File: src/rtl/cvp14_pkg.sv
// cvp14_pkg: shared opcodes, FSM states and instruction-field helpers for the CVP14 core
package cvp14_pkg;
    localparam int W = 16;
    localparam logic [3:0] OP_ADD  = 4'h0;
    localparam logic [3:0] OP_SUB  = 4'h1;
    localparam logic [3:0] OP_AND  = 4'h2;
    localparam logic [3:0] OP_SST  = 4'h3;
    localparam logic [3:0] OP_SLD  = 4'h4;
    localparam logic [3:0] OP_SLL  = 4'h6;
    localparam logic [3:0] OP_SLH  = 4'h7;
    localparam logic [3:0] OP_J    = 4'h8;
    localparam logic [3:0] OP_BZ   = 4'h9;
    localparam logic [3:0] OP_HALT = 4'hE;
    localparam logic [3:0] OP_NOP  = 4'hF;
    localparam logic [W-1:0] IR_RESET = {OP_NOP, 12'h000};
    typedef enum logic [2:0] {FETCH, DECODE, EXEC, WB, HALTED} state_t;
    function automatic logic [3:0] f_op(input logic [W-1:0] i);
        return i[15:12];
    endfunction
    function automatic logic [2:0] f_rd(input logic [W-1:0] i);
        return i[11:9];
    endfunction
    function automatic logic [2:0] f_rs(input logic [W-1:0] i);
        return i[8:6];
    endfunction
    function automatic logic [2:0] f_rt(input logic [W-1:0] i);
        return i[5:3];
    endfunction
    function automatic logic [7:0] f_imm8(input logic [W-1:0] i);
        return i[7:0];
    endfunction
    function automatic logic [W-1:0] f_imm6(input logic [W-1:0] i);
        return {{10{i[5]}}, i[5:0]};
    endfunction
    function automatic logic [W-1:0] f_imm9(input logic [W-1:0] i);
        return {{7{i[8]}}, i[8:0]};
    endfunction
    function automatic logic [W-1:0] f_imm12(input logic [W-1:0] i);
        return {{4{i[11]}}, i[11:0]};
    endfunction
endpackage

File: src/rtl/cvp14_alu.sv
// cvp14_alu: combinational ADD/SUB/AND with signed overflow
module cvp14_alu
    import cvp14_pkg::*;
(
    input  logic [3:0]   op,
    input  logic [W-1:0] a,
    input  logic [W-1:0] b,
    output logic [W-1:0] y,
    output logic         v
);
    always_comb begin
        y = op == OP_SUB ? a - b : op == OP_AND ? a & b : a + b;
        v = (op == OP_SUB ? a[W-1] != b[W-1] : a[W-1] == b[W-1]) && (y[W-1] != a[W-1]);
    end
endmodule

File: src/rtl/cvp14_synth.sv
// cvp14_synth: multi-cycle 16-bit load/store core, FETCH/DECODE/EXEC/WB/HALTED
module cvp14_synth
    import cvp14_pkg::*;
#(
    parameter logic [W-1:0] RESET_PC = 16'h0000
) (
    input  logic         Clk1,
    input  logic         Reset,
    input  logic [W-1:0] DataIn,
    output logic [W-1:0] Addr,
    output logic         RD,
    output logic         WR,
    output logic [W-1:0] DataOut,
    output logic         V
);
    state_t state, next;
    logic [W-1:0] pc, ir, pc_d, rf_d, ea, rs_val, rt_val, rd_val, alu_y;
    logic [W-1:0] regs [8];
    logic [3:0] op;
    logic [2:0] rd;
    logic is_alu, rf_we, alu_v;
    always_comb begin
        op     = f_op(ir);
        rd     = f_rd(ir);
        rs_val = regs[f_rs(ir)];
        rt_val = regs[f_rt(ir)];
        rd_val = regs[rd];
        ea     = rs_val + f_imm6(ir);
        is_alu = op == OP_ADD || op == OP_SUB || op == OP_AND;
    end
    cvp14_alu alu (
        .op(op),
        .a(rs_val),
        .b(rt_val),
        .y(alu_y),
        .v(alu_v)
    );
    always_ff @(posedge Clk1 or negedge Reset) begin
        if (!Reset) state <= FETCH;
        else state <= next;
    end
    always_comb begin
        next = state;
        case (state)
            FETCH:   next = DECODE;
            DECODE:  next = EXEC;
            EXEC:    next = op == OP_SLD ? WB : op == OP_HALT ? HALTED : FETCH;
            WB:      next = FETCH;
            default: next = HALTED;
        endcase
    end
    always_comb begin
        RD      = state == FETCH || (state == EXEC && op == OP_SLD);
        WR      = state == EXEC && op == OP_SST;
        Addr    = state == EXEC && (op == OP_SST || op == OP_SLD) ? ea : pc;
        DataOut = rd_val;
    end
    // PC already points past the current instruction during EXEC, so branch offsets add directly
    always_comb begin
        pc_d  = state == DECODE ? pc + 16'd1 :
                state == EXEC && op == OP_J ? pc + f_imm12(ir) :
                state == EXEC && op == OP_BZ && rd_val == '0 ? pc + f_imm9(ir) : pc;
        rf_we = state == WB || (state == EXEC && (is_alu || op == OP_SLL || op == OP_SLH));
        rf_d  = state == WB ? DataIn :
                op == OP_SLL ? {rd_val[15:8], f_imm8(ir)} :
                op == OP_SLH ? {f_imm8(ir), rd_val[7:0]} : alu_y;
    end
    always_ff @(posedge Clk1 or negedge Reset) begin
        if (!Reset) begin
            pc <= RESET_PC;
            ir <= IR_RESET;
            V  <= 1'b0;
            for (int i = 0; i < 8; i++) regs[i] <= '0;
        end else begin
            pc <= pc_d;
            if (state == DECODE) ir <= DataIn;
            if (state == EXEC && (op == OP_ADD || op == OP_SUB)) V <= alu_v;
            if (rf_we) regs[rd] <= rf_d;
        end
    end
endmodule

File: config.mk
export PLATFORM = sky130hd
export DESIGN_NAME = cvp14_synth
export DESIGN_NICKNAME = d
export VERILOG_FILES = /design/src/rtl/cvp14_pkg.sv /design/src/rtl/cvp14_alu.sv /design/src/rtl/cvp14_synth.sv
export SDC_FILE = /design/constraint.sdc
export NUM_CORES = 1
export LEC_CHECK = 0
export ABC_CLOCK_PERIOD_IN_PS = 4700
export BUFFER_PORTS_ARGS = -buffer_cell sky130_fd_sc_hd__buf_2
export CAP_MARGIN = 5
export CORE_MARGIN = 2
export CORE_UTILIZATION = 55
export DETAILED_ROUTE_END_ITERATION = 16
export MAX_ROUTING_LAYER = met4
export PLACE_DENSITY = 0.75
export SKIP_CTS_REPAIR_TIMING = 1
export SLEW_MARGIN = 5
export SYNTH_ARGS = -nofsm -noshare
export SYNTH_HDL_FRONTEND = slang
export SYNTH_SLANG_ARGS = --single-unit
File: constraint.sdc
create_clock -name Clk1 -period 4.7 [get_ports Clk1]
set_input_delay 0 -clock Clk1 [delete_from_list [all_inputs] [get_ports Clk1]]
set_output_delay 0 -clock Clk1 [all_outputs]
set_load 0.03 [all_outputs]
==> metrics.txt, run 1 <==
status=finished, final reports clean; CP max stage cell=mux4_2; Synth Area per Inst=around 10 um^2; Final Max Tran Viols=0; area leader, netlist=dfrtp_1; FMAX=approximately 0.23 GHz; Area Overhead vs Synth=11.9%; post-synthesis sequential area ratio=0.322; Core Area=22,700 um^2; Starting Density=0.562; post-route ant nets=0; R2R setup slack=roughly 380 ps; asr flop ratio synth=1.00; Die Wd=between 150 and 200 um; predominant post-synthesis flop cell=dfrtp_1; number of clock buffers inserted by TritonCTS=17; Final period util=0.940; vias in the first global route=10.2k; area share of the largest cell type after synthesis=0.314; vias per cell=just under 7; Reg clk slew, reported paths=around 80 ps; cell mode on critical path=o21a_1; Placement Setup Slack=around 330 ps; routed via count=10.7k; wire length per cell=24.7 um; Residual DRC=0; IO Port Bufs=52; Clock Skew=approximately 14 ps; FP Rows=55; total grt overflow=0; Sinks on Clock Net=approximately 160; GRT Total Usage=0.334; crit path time final=approximately 4400 ps; H-tree depth=4; CP endpoint kind=output port; Required @ worst endpoint=approximately 4700 ps; first-pass GRT wire length=roughly 60 mm; Distinct cells, synth=67; Final Cell Area=about 14,000 um^2; chip height=between 150 and 200 um; cells after synthesis=between 1k and 1.5k; largest net degree at the start of global routing=92; DPL Wire Length=around 28 mm; slowest stage delay, CP=540 ps; Top delay family on crit path=compound AO/OA/AOI/OAI gates; crit path max fanout=7; setup violators final=0; Post-Route WL=roughly 39 mm; placed cell areas=13,500 um^2; min-delay worst type=in2async; Max Root-Sink Buffers=2; share of cells above drive strength 1=0.291; register bit total from synthesis=164; number of DRC markers in iteration 0=1,231; placed insts=~1.5k; iteration count of the initial detailed-routing pass=6; Slew @ Worst Pin=roughly 1200 ps; ant diodes=0; CP startpoint=ir[6]; Yosys warning count=0; critical path startpoint category=register; io pins=53; Slew HR=0.177; final worst slack=between 200 and 300 ps; critical-path cell list=buf_4 > mux4_2 > mux2i_2 > inv_1 > ha_1 > inv_1 > fa_1 > nor2b_1 > o21a_1 > o21ai_1 > a21oi_1 > o21a_1 > o31ai_2 > a2111oi_0 > o21a_1 > o31ai_1 > buf_4; initial antenna violation count=0; synthesized area=~13,000 um^2; critical path class=reg2out; Non-Filler Instances=~1.6k; Post-Syn Nets=roughly 1.3k; Post-synth EDFFs=0; GPL Wtd Cong=1.02; CTS tree=built; Worst-Skew Late Latency=450 ps; CP Buf/Inv Count=4; Fin Setup TNS=0 ps; worst flop-to-flop path startpoint=ir[6]; Hold Fails Final Rpt=0; Max-Cap Viols=0; Root Driver=clkbuf_16; nets=about 1.4k; die footprint=between 20,000 and 25,000 um^2; worst path arrival time=roughly 4400 ps; ranking of synthesized cells by area=dfrtp_1 31%, mux4_2 15%, mux2_2 11%, ha_1 6.0%, nand2_1 4.0%; Fillers=about 1.8k
-- worst reg2reg max path, cell delays in order, from the launching register on --
cell	delay, ps
dfrtp_2	490
buf_4	220
mux4_2	540
mux2i_2	230
ha_1	210
inv_1	70
fa_1	480
a21o_1	200
a31oi_1	330
o311ai_0	210
o211ai_1	210
o211ai_1	150
o41ai_1	90
o21ai_0	160
a31oi_2	420
mux2_2	250
-- logic make-up (layout without fill, tap and decap cells) --
logic type | Yosys count | after routing | synth area share
XOR/XNOR | 26 | 26 | 0.0178
AO/OA/AOI/OAI | 288 | 288 | 0.147
AND/OR/NAND/NOR | 294 | 294 | 0.106
buffers and inverters | 132 | 207 | 0.0423
multiplexers | 255 | 255 | 0.299
adder cells (fa/ha/maj) | 65 | 65 | 0.0660
flip-flops | 164 | 164 | 0.322
-- cells in the final DEF (no fill, tap or decap), drive strengths merged, types with 5 or more instances in the layout --
cell,count
and2,9
dfrtp,160
nor3b,6
a221o,5
a211oi,13
nand4,5
or3,5
nand3,9
xor2,12
nor3,20
o21bai,8
o211ai,17
nand3b,6
o22ai,11
inv,64
o21a,14
mux2i,37
o21ai,59
a21oi,67
clkbuf,17
nand2,136
nor2,56
xnor2,14
a22oi,5
dlygate4sd3,17
mux2,131
o221ai,7
nand2b,8
a21o,20
mux4,87
nor2b,19
o31ai,27
a31oi,13
ha,61
buf,103
-- area by class of cell --
cell class              instances  area [um^2]  area share
clock buffers                  17          425      0.0298
clock inverters                15          186      0.0130
inverters                      55          206      0.0144
multi-input cells             928         8160       0.571
flip-flops and latches        164         4120       0.288
well taps                     285          357      0.0249
repair buffers                120          842      0.0589
-- through the flow --
| step | utilization | hold WS (ps) |
|---|---|---|
| after floorplan | - | -296 |
| after global placement | 0.594 | 123 |
| after detailed placement | 0.594 | 132 |
| after CTS | 0.621 | -351 |
| after global routing | 0.629 | 247 |
| final | 0.629 | 173 |
-- synth_stat cells, types with 3 or more instances --
cell and count:
o221ai_1 7, dfstp_2 4, buf_6 3, xor2_1 12
and2_1 6, mux2_2 129, o22ai_1 11, o31ai_1 27
a22oi_1 5, dfrtp_1 160, o21ai_1 8, xnor2_1 14
nand2_1 136, nand3_1 9, nand3b_1 6, fa_1 4
a21oi_1 67, nor3_1 20, a211oi_1 13, or3_1 5
o41ai_1 3, buf_2 6, buf_4 4, nand4_1 5
clkbuf_1 53, o21a_1 14, nor2b_1 19, a221o_1 5
nor3b_1 6, mux2i_1 37, nand2b_1 8, inv_1 55
o21ai_0 51, or2_2 4, mux4_2 87, a31oi_1 13
and2_0 3, o211ai_1 17, buf_1 11, o21bai_1 8
and3_1 4, nor2_1 55, ha_1 61, a21o_1 20
-- routing by layer --
layer / global-route usage / share of wire / vias to the layer above
li1: - / - / 4720
met1: 0.445 / 0.41 / 5333
met2: 0.516 / 0.47 / 577
met3: 0.0656 / 0.092 / 99
met4: 0.112 / 0.031 / 0
met5: - / 0 / -
-- sequential cells by signal (all words and copies together), names as in the netlist --
signal  flops
state       3
ir         16
regs      128
pc         16
V           1
-- path summary, 6_finish.rpt --
| kind | end | depth (start not counted) |
|---|---|---|
| min in group Clk1 | ir[5] | 3 |
| setup reg to reg | regs[126] | 15 |
| hold reg to reg | pc[15] | 1 |
| setup / recovery | Addr[14] | 17 |
| max in group asynchronous | ir[3] | 3 |
| hold / removal | pc[14] | 2 |
Power of run 1 is left out: the tool's default activity adds up to more than one toggle a clock period on the data nets, which glitch-free logic cannot reach.
==> inputs of run 2 (changes only) <==
--- a/config.mk
+++ b/config.mk
@@ -8,9 +8,12 @@
 export ABC_CLOCK_PERIOD_IN_PS = 4700
 export BUFFER_PORTS_ARGS = -buffer_cell sky130_fd_sc_hd__buf_2
 export CAP_MARGIN = 5
+export CORE_ASPECT_RATIO = 1.75
 export CORE_MARGIN = 2
 export CORE_UTILIZATION = 55
 export DETAILED_ROUTE_END_ITERATION = 16
+export GPL_ROUTABILITY_DRIVEN = 0
+export HOLD_SLACK_MARGIN = 0.05
 export MAX_ROUTING_LAYER = met4
 export PLACE_DENSITY = 0.75
 export SKIP_CTS_REPAIR_TIMING = 1
==> run 2 against run 1 <==
Core utilization is essentially flat. Hold slack gained 49 ps. Maximum frequency shrank 2.1%. Wire length shrank 3.9%. Setup slack lost 94 ps. Critical path depth shrank 4. Register-to-register slack lost 190 ps. Critical endpoint is now regs[30].
==> metrics.txt, run 2 (same netlist as run 1, synthesis figures left out) <==
status=finished, final reports clean; Slew @ Worst Pin=1120 ps (-114 ps); number of DRC markers in iteration 0=1,160 (-5.8%); Final period util=0.960 (+0.0200); worst flop-to-flop path startpoint=ir[6]; Starting Density=0.561 (-0.000835); critical path class=reg2reg; most common cell after layout, fill and taps aside=dfrtp_1; total grt overflow=0 (unchanged); Root Driver=clkbuf_16; CP Buf/Inv Count=1 (-3); DPL Wire Length=27.2 mm (-2.0%); crit path time final=4510 ps (+94.0 ps); final worst slack=188 ps (-94.0 ps); Reg clk slew, reported paths=70 ps (about the same); Area Overhead vs Synth=12.0% (about the same); critical-path cell list=buf_4 > mux4_2 > mux2_2 > ha_1 > a2111o_1 > a31oi_1 > o311ai_0 > o211ai_1 > o211ai_1 > o41ai_1 > o21ai_0 > a31oi_1 > mux2_2; length in cells of the worst reg-to-reg path=13 (-2); ant diodes=0 (unchanged); IO Port Bufs=52 (unchanged); Slew HR=0.254 (+0.0763); Post-Route WL=37.6 mm (-3.9%); post-route ant nets=0 (unchanged); CP max stage cell=a31oi_1; iteration count of the initial detailed-routing pass=7 (+1); Worst-Skew Late Latency=460 ps (about the same); routed via count=10.7k (-0.23%); r2r endpoint=regs[30]; first-pass GRT wire length=58.8 mm (-1.8%); share of cells above drive strength 1=0.291 (-0.000349); critical path startpoint category=register; FP Rows=73 (+33%); most flop-heavy register=regs; setup violators final=0 (unchanged); nets=1,374 (+0.37%); min-delay worst type=in2async; vias per cell=6.67 (-1.5%); vias in the first global route=10.9k (+7.9%); CP endpoint kind=register; Fillers=1,764 (-2.8%); crit path capture=regs[30]; initial antenna violation count=0 (unchanged); Placement Setup Slack=84.9 ps (-244 ps); Max-Cap Viols=0 (unchanged); Largest register FFs=128 (unchanged); worst path arrival time=4910 ps (+490 ps); Die Wd=119 um (-24%); R2R setup slack=190 ps (-190 ps); Sinks on Clock Net=164 (unchanged); Max Root-Sink Buffers=2 (unchanged); H-tree depth=4 (unchanged); GRT Total Usage=0.325 (-0.00914); most frequent cells in the layout=156 x dfrtp_1, 136 x nand2_1, 129 x mux2_2; Clock Skew=15.3 ps (+1.34 ps); chip height=206 um (+31%); Hold Fails Final Rpt=0 (unchanged); Final Max Tran Viols=0 (unchanged); number of clock buffers inserted by TritonCTS=17 (unchanged); largest net degree at the start of global routing=96 (+4.3%); CP startpoint=ir[6]; Required @ worst endpoint=5090 ps (+390 ps); largest registers=regs (128), ir (16), pc (16); Core Area=22,700 um^2 (+0.15%); CTS tree=built; io pins=53 (unchanged); wire length per cell=23.4 um (-5.1%); slowest stage delay, CP=600 ps (+60 ps); Residual DRC=0 (unchanged); FMAX=0.222 GHz (-2.1%); crit path max fanout=10 (+3); die footprint=24,500 um^2 (+0.19%); CP Depth=13 (-4); Top delay family on crit path=compound AO/OA/AOI/OAI gates
-- run 2: cell count changes in the layout (fill, tap and decap cells not counted), sizes merged --
| cell | change |
|---|---|
| clkinv | +1 |
| clkbuf | +2 |
| inv | -5 |
| clkinvlp | +1 |
| bufinv | +1 |
| buf | +5 |
-- run 2: worst min path at each step --
stage	from	to	slack, ps	cells after the start
global route	Reset	state[0]	320	2
floorplan	Reset	V	-300	0
CTS	Reset	state[2]	-330	1
global placement	Reset	state[0]	150	1
detailed placement	Reset	state[0]	160	1
finish	Reset	ir[11]	220	2
-- run 2: final cells by class --
| class | instances | area, um^2 | share of cell area |
|---|---|---|---|
| clock buffers | 19 | 433 | 0.0303 |
| clock inverters | 13 | 149 | 0.0104 |
| inverters | 55 | 206 | 0.0144 |
| multi-input cells | 928 | 8150 | 0.570 |
| flip-flops and latches | 164 | 4120 | 0.288 |
| well taps | 300 | 375 | 0.0262 |
| repair buffers | 125 | 870 | 0.0608 |
-- run 2: metal layers --
layer,track usage,vias to the layer above,routed length [um]
li1,-,4725,-
met1,0.358,5260,13500
met2,0.538,563,18800
met3,0.0549,156,2570
met4,0.221,0,2620
met5,-,-,0
-- run 2: worst register-to-register path, stage by stage (launching register included) --
cell and delay, ps:
dfrtp_4 480, buf_4 190, mux4_2 500, mux2_2 320
ha_1 410, a2111o_1 420, a31oi_1 390, o311ai_0 230
o211ai_1 240, o211ai_1 130, o41ai_1 90, o21ai_0 150
a31oi_1 600, mux2_2 300
-- run 2: per-stage QoR --
| stage | std cells | hold WS [ps] | area [um^2] | utilization | TNS [ps] |
|---|---|---|---|---|---|
| after detailed placement | 1551 | 155 | 13500 | 0.594 | 0 |
| final | 1604 | 222 | 14300 | 0.629 | 0 |
| after global routing | 1604 | 316 | 14300 | 0.629 | -0.183 |
| after CTS | 1583 | -331 | 14100 | 0.620 | 0 |
| after floorplan | 1224 | -296 | 12800 | - | 0 |
| after global placement | 1551 | 152 | 13500 | 0.594 | 0 |
Power of run 2 is left out for the same reason.
